`src/rtl/toggle_rx_pkg.sv`:
```
// Shared types and default sizing for the two-phase toggle receiver.
package toggle_rx_pkg;

  typedef enum logic {RX_IDLE, RX_PENDING} rx_state_e;

  localparam int DATA_W_DEF = 8;
  localparam int DEPTH_DEF  = 4;

endpackage

```
`src/rtl/toggle_rx_if.sv`:
```
// Producer toggle handshake plus downstream valid/ready drain port of toggle_rx.
interface toggle_rx_if #(
  parameter int DATA_W = 8,
  parameter int DEPTH  = 4
);
  logic [DATA_W-1:0]          shared;
  logic                       get_it;
  logic                       ack;
  logic [DATA_W-1:0]          out_data;
  logic                       out_valid;
  logic                       out_ready;
  logic [$clog2(DEPTH+1)-1:0] count;
  logic                       overflow;

  modport slave (
    input  shared, get_it, out_ready,
    output ack, out_data, out_valid, count, overflow
  );

  modport master (
    output shared, get_it, out_ready,
    input  ack, out_data, out_valid, count, overflow
  );
endinterface

```
`src/rtl/toggle_rx_fifo.sv`:
```
// Show-ahead FIFO: out_data always presents the entry at the read pointer.
module toggle_rx_fifo #(
  parameter int DATA_W = 8,
  parameter int DEPTH  = 4
) (
  input  logic                       clk,
  input  logic                       reset_n,
  input  logic                       push,
  input  logic                       pop,
  input  logic [DATA_W-1:0]          in_data,
  output logic [DATA_W-1:0]          out_data,
  output logic [$clog2(DEPTH+1)-1:0] count
);
  localparam int AW = $clog2(DEPTH);
  localparam int CW = $clog2(DEPTH+1);

  logic [DATA_W-1:0] mem [DEPTH];
  logic [AW-1:0]     wr_ptr;
  logic [AW-1:0]     rd_ptr;
  logic              pop_eff;
  logic              push_eff;

  // Pop on empty is dropped; a push into a full buffer is only taken alongside a pop.
  assign pop_eff  = pop && (count != '0);
  assign push_eff = push && ((count < CW'(DEPTH)) || pop_eff);
  assign out_data = mem[rd_ptr];

  always_ff @(posedge clk or negedge reset_n) begin
    if (!reset_n) begin
      for (int unsigned i = 0; i < DEPTH; i++) mem[i] <= '0;
      wr_ptr <= '0;
      rd_ptr <= '0;
      count  <= '0;
    end else begin
      if (push_eff) begin
        mem[wr_ptr] <= in_data;
        wr_ptr      <= wr_ptr + 1'b1;
      end
      if (pop_eff) rd_ptr <= rd_ptr + 1'b1;
      case ({push_eff, pop_eff})
        2'b10:   count <= count + 1'b1;
        2'b01:   count <= count - 1'b1;
        default: count <= count;
      endcase
    end
  end

endmodule

```
`src/rtl/toggle_rx.sv`:
```
// Two-phase toggle receiver: edge detect on get_it, buffer shared, toggle ack.
// Optional build macro TOGGLE_RX_SYNC_EN adds a 2-flop synchroniser on get_it.
module toggle_rx
  import toggle_rx_pkg::*;
#(
  parameter int DATA_W = DATA_W_DEF,
  parameter int DEPTH  = DEPTH_DEF
) (
  input logic         clk,
  input logic         reset_n,
  toggle_rx_if.slave  bus
);
  localparam int CW = $clog2(DEPTH+1);

  rx_state_e     state;
  rx_state_e     state_d;
  logic          get_it_s;
  logic          get_it_q;
  logic          evt;
  logic          pop;
  logic          space;
  logic          push;
  logic          ack_q;
  logic          ack_tgl;
  logic          ovf_q;
  logic          ovf_set;
  logic [CW-1:0] count;

`ifdef TOGGLE_RX_SYNC_EN
  logic [1:0] sync_q;

  always_ff @(posedge clk or negedge reset_n) begin
    if (!reset_n) sync_q <= '0;
    else          sync_q <= {sync_q[0], bus.get_it};
  end

  assign get_it_s = sync_q[1];
`else
  assign get_it_s = bus.get_it;
`endif

  assign evt   = get_it_s ^ get_it_q;
  assign pop   = bus.out_valid && bus.out_ready;
  assign space = (count < CW'(DEPTH)) || pop;

  always_ff @(posedge clk or negedge reset_n) begin
    if (!reset_n) begin
      state    <= RX_IDLE;
      get_it_q <= 1'b0;
      ack_q    <= 1'b0;
      ovf_q    <= 1'b0;
    end else begin
      state    <= state_d;
      get_it_q <= get_it_s;
      if (ack_tgl) ack_q <= ~ack_q;
      if (ovf_set) ovf_q <= 1'b1;
    end
  end

  // A second event while a byte is still waiting for space is merged and flagged.
  always_comb begin
    state_d = state;
    push    = 1'b0;
    ack_tgl = 1'b0;
    ovf_set = 1'b0;
    case (state)
      RX_IDLE: begin
        if (evt) begin
          if (space) begin
            push    = 1'b1;
            ack_tgl = 1'b1;
          end else begin
            state_d = RX_PENDING;
          end
        end
      end
      RX_PENDING: begin
        if (evt) ovf_set = 1'b1;
        if (space) begin
          push    = 1'b1;
          ack_tgl = 1'b1;
          state_d = RX_IDLE;
        end
      end
      default: state_d = RX_IDLE;
    endcase
  end

  toggle_rx_fifo #(
    .DATA_W (DATA_W),
    .DEPTH  (DEPTH)
  ) u_fifo (
    .clk      (clk),
    .reset_n  (reset_n),
    .push     (push),
    .pop      (pop),
    .in_data  (bus.shared),
    .out_data (bus.out_data),
    .count    (count)
  );

  assign bus.count     = count;
  assign bus.out_valid = (count != '0);
  assign bus.ack       = ack_q;
  assign bus.overflow  = ovf_q;

endmodule

```
`src/flat_wrapper.sv`:
```
// flat-port wrapper written by rule: the top's interface ports become plain ports
module toggle_rx_flat import toggle_rx_pkg::*;
#(
  parameter int DATA_W = DATA_W_DEF,
  parameter int DEPTH  = DEPTH_DEF
)
  (clk, reset_n, bus_shared, bus_get_it, bus_out_ready, bus_ack, bus_out_data, bus_out_valid, bus_count, bus_overflow);
  toggle_rx_if #(.DATA_W(DATA_W), .DEPTH(DEPTH)) bus_i ();
  input logic clk;
  input logic reset_n;
  input wire logic [$bits(bus_i.shared)-1:0] bus_shared;
  input wire logic [$bits(bus_i.get_it)-1:0] bus_get_it;
  input wire logic [$bits(bus_i.out_ready)-1:0] bus_out_ready;
  output wire logic [$bits(bus_i.ack)-1:0] bus_ack;
  output wire logic [$bits(bus_i.out_data)-1:0] bus_out_data;
  output wire logic [$bits(bus_i.out_valid)-1:0] bus_out_valid;
  output wire logic [$bits(bus_i.count)-1:0] bus_count;
  output wire logic [$bits(bus_i.overflow)-1:0] bus_overflow;
  assign bus_i.shared = bus_shared;
  assign bus_i.get_it = bus_get_it;
  assign bus_i.out_ready = bus_out_ready;
  assign bus_ack = bus_i.ack;
  assign bus_out_data = bus_i.out_data;
  assign bus_out_valid = bus_i.out_valid;
  assign bus_count = bus_i.count;
  assign bus_overflow = bus_i.overflow;
  toggle_rx #(.DATA_W(DATA_W), .DEPTH(DEPTH)) u_core (.clk(clk), .reset_n(reset_n), .bus(bus_i));
endmodule
```
`config.mk`:
```
export PLATFORM = sky130hd
export DESIGN_NAME = toggle_rx_flat
export DESIGN_NICKNAME = d
export VERILOG_FILES = /design/src/rtl/toggle_rx_pkg.sv /design/src/rtl/toggle_rx_if.sv /design/src/rtl/toggle_rx_fifo.sv /design/src/rtl/toggle_rx.sv /design/src/flat_wrapper.sv
export SDC_FILE = /design/constraint.sdc
export NUM_CORES = 1
export LEC_CHECK = 0
export ABC_AREA = 1
export CAP_MARGIN = 20
export CORE_MARGIN = 2
export CORE_UTILIZATION = 43
export DETAILED_ROUTE_END_ITERATION = 8
export GPL_TIMING_DRIVEN = 0
export HOLD_SLACK_MARGIN = 0.05
export PLACE_DENSITY = 0.75
export SLEW_MARGIN = 25
export SYNTH_ARGS = -nofsm -noshare
export SYNTH_HDL_FRONTEND = slang
export SYNTH_SLANG_ARGS = --single-unit
export TNS_END_PERCENT = 50
```
`constraint.sdc`:
```
create_clock -name clk -period 2.61 [get_ports clk]
set_input_delay 0.783 -clock clk [delete_from_list [all_inputs] [get_ports clk]]
set_output_delay 0.783 -clock clk [all_outputs]
set_load 0.03 [all_outputs]
```
==> out/qor.yml, run 1 <==
floorplanning:
  die-height_um: 74.56
  core_area_mm2: 0.004755
  fp.dieW_um: 74.56
  initial_utilization_pct: 45.03
  io_pins: 26
  row_count: 25
  dieArea_mm2: 0.005559
clock_network:
  clk_pin_slew_ns: 0.08
  cts_max_level: 2
  root_buffer: "clkbuf_8"
  numCtsBuffers: 5
  tritoncts: "yes"
  cts.sinks: 43
  clock_latency_ns: 0.30
  ctsLongestPathBuffers: 2
  post-cts-setup-buffers: 0
hold_path:
  hold_path.class: "in -> async"
finish:
  final_common_cell: "nand2_1"
  drive_above_1_share_pct: 14.44
  final_core_utilization_pct: 55.21
  multi_input_area_um2: 914.6
  layout_common_cells: "nand2_1 (75), dfrtp_1 (43), nand4_1 (32)"
  stdcell_count: 351
  areaGrowthSynthToFinish_pct: 22.62
  regArea_mm2: 0.001076
  nets: 301
  antenna_cells: 0
  n_fill_cell: 455
synth:
  yosys.area_share.simple_pct: 30.51
  synth-compound-area-share_pct: 6.780
  synth_top_family_by_area: "simple AND/OR/NAND/NOR gates"
  synthXorXnorAreaFrac_pct: 1.227
  avgSynthCellArea_um2: 8.598
  yosys.area.top_type_share_pct: 50.26
  synth_adder_area_share_pct: 3.857
  yosysTopAreaCell: "dfrtp_1"
  ys_ff_latch: 43
  yosysWarnings: 0
  syn_nets: 267
  synth_area_leaders: "dfrtp_1 (50%), nand2_1 (13%), nand4_1 (9.4%)"
  synthMuxAreaShare_pct: 0
  synthesis.area_mm2: 0.002141
  ys_types: 22
  ys_seq_area_share_pct: 50.26
  netlist_instances: 249
worst_setup_path:
  crit_path_max_incr_delay_ns: 0.36
  endpoint_kind: "primary output"
  worstSetupPathType: "reg -> out"
  required_ns: 1.83
  critPathSlowestCell: "dfrtp_1"
  path_cells: "clkbuf_4 > clkinvlp_4 > buf_4 > nor2_1 > o22ai_1 > clkdlybuf4s15_2"
  cp_max_fo: 10
  critPathLaunchType: "register"
  worst-path-buf-inv: 4
  arrival_ns: 1.74
  crit_family: "buffers and inverters"
  rrSetupSlack_ns: 0.70
global_route:
  grt_max_degree: 27
  grt_overflow: 0
  grt_use_total_pct: 20.83
  antenna_found_initial: 0
  grt_first_pass_wirelength_um: 8480
  grt_pass1_vias: 1679
placement:
  port_buffers: 25
  gp_congestion: 0.7879
  hpwl_um: 3537
  post-place-ws_ns: -0.2589
  post-place-cells: 342
timing:
  finClkSkew_ns: 0.004390
  final-hold-violation-count: 0
  period_minus_slack_ns: 2.521
  rsz0062_at_grt: "no"
  fin_crit_sh_pct: 96.60
  fmax_ghz: 0.3966
  whs_ns: 0.4038
  tns_ns: 0
  setup_violations: 0
  finalWorstSetupSlack_ns: 0.08865
  maxSlewHeadroom_pct: 66.16
  worstMarginPinSlew_ns: 0.5076
  slew_violations: 0
flow_run:
  drv_cap: 0
detailed_routing:
  drtAntennaViolNets: 0
  viasPerCell: 5.302
  wire_per_inst_um: 14.87
  first_pass_iters: 5
  vias: 1861
  drtIter0Drc: 227
  routed_wl_um: 5221
  drc: 0
outcome:
  status: "finished clean"
pwr:
  p_leak_nw: 1.284
  ir_worst_vdd_mv: 0.6266
  p_per_area_mw_per_mm2: 1313
final cells by class:
class	instances	area share (%)
Multi-Input combinational cell	177	34.84
Sequential cell	43	40.99
Timing Repair Buffer	26	10.49
Timing Repair inverter	1	0.1907
Tap cell	67	3.194
Clock buffer	8	3.813
Inverter	14	2.145
Buffer	15	4.337
path summary, 6_finish.rpt:
kind                                         start                endpoint  depth (start not counted)
max in group asynchronous                  reset_n          u_core.bus.ack                          2
setup reg to reg                   u_core.get_it_q  u_core.u_fifo.count[2]                         10
hold reg to reg              u_core.u_fifo.mem[14]   u_core.u_fifo.mem[14]                          2
setup / recovery           u_core.u_fifo.rd_ptr[0]         bus_out_data[0]                          6
hold / removal                             reset_n    u_core.u_fifo.mem[3]                          1
min in group clk             u_core.u_fifo.mem[14]   u_core.u_fifo.mem[14]                          2
stage by stage:
stage,power [mW],instance area (um2)
after floorplan,2.331,2141
after global placement,2.926,2475
after detailed placement,2.977,2490
after CTS,3.418,2604
after global routing,3.704,2625
final,3.446,2625
per-layer routing:
| metal | track usage (%) | vias to the layer above | wire length (um) |
|---|---|---|---|
| li1 | - | 911 | - |
| met1 | 29.17 | 886 | 2330 |
| met2 | 31.76 | 58 | 2477 |
| met3 | 5.556 | 6 | 351 |
| met4 | 6.548 | 0 | 61 |
| met5 | 0 | - | 0 |
cells in the mapped netlist:
master,count
fa_1,1
nand3_1,8
buf_2,6
nand3_2,1
inv_1,14
ha_1,5
nand4_1,32
nand3_4,1
buf_4,1
a21oi_1,1
clkbuf_1,3
dfrtp_1,43
or2_2,1
nand2_1,76
xor2_1,2
nand2_2,3
xnor2_1,1
buf_6,5
nor2_1,18
o21ai_0,18
nand3b_1,1
o22ai_1,8
power breakdown:
group	internal, mW	switching (mW)
clock network	0.242	0.228
registers	0.964	0.199
logic	0.670	1.14
total	1.88	1.57
worst reg2reg max path, cell delays in order (launching register included):
cell and delay, ns:
dfrtp_1 0.39, inv_1 0.07, nand2_2 0.06, nand3_4 0.12
buf_8 0.15, nand2_2 0.08, ha_2 0.20, fa_1 0.39
nor2_1 0.15, nor2_2 0.06, xor2_1 0.13
state kept, by name, summed over array words and instances, names as in the netlist:
name                  cells
u_core.bus.overflow       1
u_core.u_fifo.mem        32
u_core.state              1
u_core.u_fifo.count       3
u_core.u_fifo.wr_ptr      2
u_core.get_it_q           1
u_core.u_fifo.rd_ptr      2
u_core.bus.ack            1
logic make-up after synthesis:
| family | count (synthesis) |
|---|---|
| simple gates | 141 |
| flops | 43 |
| buf+inv | 29 |
| compound gates | 27 |
| fa+ha+maj | 6 |
| xor+xnor | 3 |
timing repair:
action	CTS	global route
gates cloned	0	1
hold buffers	0	0
setup endpoints to repair	8	9
resized for setup	25	8
(Power assumes the default switching activity.)
==> run 2: changes to the inputs <==
--- a/config.mk
+++ b/config.mk
@@ -7,7 +7,6 @@
 export LEC_CHECK = 0
 export ABC_AREA = 1
 export CAP_MARGIN = 20
-export CORE_MARGIN = 2
 export CORE_UTILIZATION = 43
 export DETAILED_ROUTE_END_ITERATION = 8
 export GPL_TIMING_DRIVEN = 0
==> run 2 against run 1 <==
  * First-iteration DRC count down 6.2%
  * Wire length up 2.8%
  * Setup slack worse by 0.034 ns
  * Flip-flop and latch count unchanged
  * Clock-buffer cell count down 2
  * Critical path type unchanged
==> out/qor.yml, run 2 (synthesis gave the netlist of run 1 again) <==
outcome:
  status: "finished clean"
worst_setup_path:
  endpoint_kind: "primary output"
  crit_family: "buffers and inverters"
  cp_max_fo: 10  # unchanged
  required_ns: 1.83  # about the same
  worst-path-buf-inv: 4  # unchanged
  critPathSlowestCell: "dfrtp_1"
  worstSetupPathType: "reg -> out"
  crit_path_max_incr_delay_ns: 0.36  # about the same
  critPathLaunchType: "register"
  arrival_ns: 1.77  # +0.03 ns
  path_cells: "clkbuf_4 > clkinvlp_4 > buf_4 > nor2_1 > o22ai_1 > clkdlybuf4s15_2"
floorplanning:
  io_pins: 26  # unchanged
  fp.dieW_um: 72.56  # -2.7%
  initial_utilization_pct: 45.03  # unchanged
  dieArea_mm2: 0.005265  # -5.3%
  core_area_mm2: 0.004755  # unchanged
  row_count: 25  # unchanged
  die-height_um: 72.56  # -2.7%
timing:
  worstMarginPinSlew_ns: 0.4732  # -0.03442 ns
  rsz0062_at_grt: "yes"
  final-hold-violation-count: 0  # unchanged
  whs_ns: 0.4138  # +0.009989 ns
  period_minus_slack_ns: 2.555  # +0.03392 ns
  fmax_ghz: 0.3913  # -1.3%
  finClkSkew_ns: 0.003707  # -0.0006832 ns
  slew_violations: 0  # unchanged
  maxSlewHeadroom_pct: 68.45  # +2.3 points
  fin_crit_sh_pct: 97.90  # +1.3 points
  setup_violations: 0  # unchanged
finish:
  antenna_cells: 0  # unchanged
  final_core_utilization_pct: 53.92  # -1.3 points
  areaGrowthSynthToFinish_pct: 19.75
  multi_input_area_um2: 912.1  # -0.27%
  regArea_mm2: 0.001076  # unchanged
  n_fill_cell: 457  # +0.44%
  nets: 301  # unchanged
  layout_common_cells: "nand2_1 (75), dfrtp_1 (43), nand4_1 (32)"
  drive_above_1_share_pct: 13.48  # -0.96 points
  largest_reg_flops: 32  # unchanged
  final_common_cell: "nand2_1"
  largest-register: "u_core.u_fifo.mem"
  largest_registers: "u_core.u_fifo.mem (32), u_core.u_fifo.count (3)"
detailed_routing:
  viasPerCell: 5.436  # +2.5%
  top_layer: "met4"
  drtIter0Drc: 213  # -6.2%
  wire_per_inst_um: 15.38  # +3.4%
  dr_wl_met3_um: 402  # +15%
  vias: 1897  # +1.9%
  drtAntennaViolNets: 0  # unchanged
  drc: 0  # unchanged
  wl_met2_um: 2535  # +2.3%
  m1WireLength_um: 2318  # -0.52%
  first_pass_iters: 4  # -1
  routed_wl_um: 5366  # +2.8%
clock_network:
  tritoncts: "yes"
  postCtsHoldBufs: 0  # unchanged
  clk_pin_slew_ns: 0.08  # about the same
  numCtsBuffers: 5  # unchanged
  clock_latency_ns: 0.30  # about the same
  cts_max_level: 2  # unchanged
  cts.sinks: 43  # unchanged
  ctsLongestPathBuffers: 2  # unchanged
  root_buffer: "clkbuf_8"
placement:
  port_buffers: 25  # unchanged
  gp_congestion: 0.8128  # +3.2%
  hpwl_um: 3684  # +4.1%
global_route:
  grt_pass1_vias: 1863  # +11%
  grt_first_pass_wirelength_um: 8776  # +3.5%
  grt_use_total_pct: 22.63  # +1.8 points
  antenna_found_initial: 0  # unchanged
  grt_overflow: 0  # unchanged
  grt_max_degree: 27  # unchanged
flow_run:
  drv_cap: 0  # unchanged
hold_path:
  hold_path.class: "in -> async"
pwr:
  p_leak_nw: 1.272  # -0.86%
  ir_worst_vdd_mv: 0.6903  # +10%
  p_per_area_mw_per_mm2: 1305  # -0.59%
-- run 2: changes by cell type in the layout (fill, tap and decap cells not counted), sizes merged --
| cell | change |
|---|---|
| clkinvlp | -1 |
| clkbuf | -2 |
| clkdlybuf4s15 | -5 |
| buf | +6 |
-- run 2: what timing repair did --
action | CTS | global route
endpoints found under the setup margin | 8 | 9
buffers inserted | 0 | 1
cloned | 0 | 0
pin swaps | 0 | 0
resized for setup | 25 | 15
-- run 2: where the power goes --
group / total (mW) / leakage (nW) / switching, mW / internal [mW]
combinational: 1.78 / 0.703 / 1.16 / 0.623
clock: 0.398 / 0.0371 / 0.219 / 0.179
sequential: 1.17 / 0.533 / 0.203 / 0.965
-- run 2: final timing paths --
kind                                          from                      to  slack (ns)  cells after the start
max                        u_core.u_fifo.rd_ptr[0]         bus_out_data[5]        0.05                      6
min                                        reset_n    u_core.u_fifo.mem[9]        0.41                      1
max reg2reg                        u_core.get_it_q  u_core.u_fifo.count[2]        0.69                     11
min reg2reg                    u_core.bus.overflow     u_core.bus.overflow        0.47                      1
max in group asynchronous                  reset_n    u_core.u_fifo.mem[7]        1.71                      2
min in group clk               u_core.bus.overflow     u_core.bus.overflow        0.47                      1
-- run 2: final cells by class --
cell class / count / share of cell area [%]
buffer: 15 / 4.344
inverter: 14 / 2.196
sequential: 43 / 41.97
tap: 67 / 3.270
clock buffer: 6 / 2.831
timing repair buffer: 27 / 9.810
multi-input combinational: 177 / 35.58
-- run 2: worst register-to-register path: cells and delay by family, from the launching register on --
family,cells,cell delay [ns]
xor+xnor,1,0.16
fa+ha+maj,2,0.58
buf+inv,2,0.22
flops,1,0.39
simple gates,6,0.51
-- run 2: routing by layer --
layer / vias up / global-route usage, %
met4: 0 / 10.46
met1: 893 / 29.76
li1: 906 / -
met5: - / 0
met3: 14 / 5.139
met2: 84 / 35.62
-- run 2: through the flow --
stage	TNS, ns	cell area, um2	cells	setup WS, ns	power (mW)
detailed placement	-1.127	2490	342	-0.2877	2.992
floorplan	0	2141	249	0.3982	2.331
global route	-0.03943	2564	349	-0.02506	3.605
global placement	-16.50	2475	341	-0.3663	2.924
CTS	0	2576	348	0.003813	3.356
finish	0	2564	349	0.05472	3.346
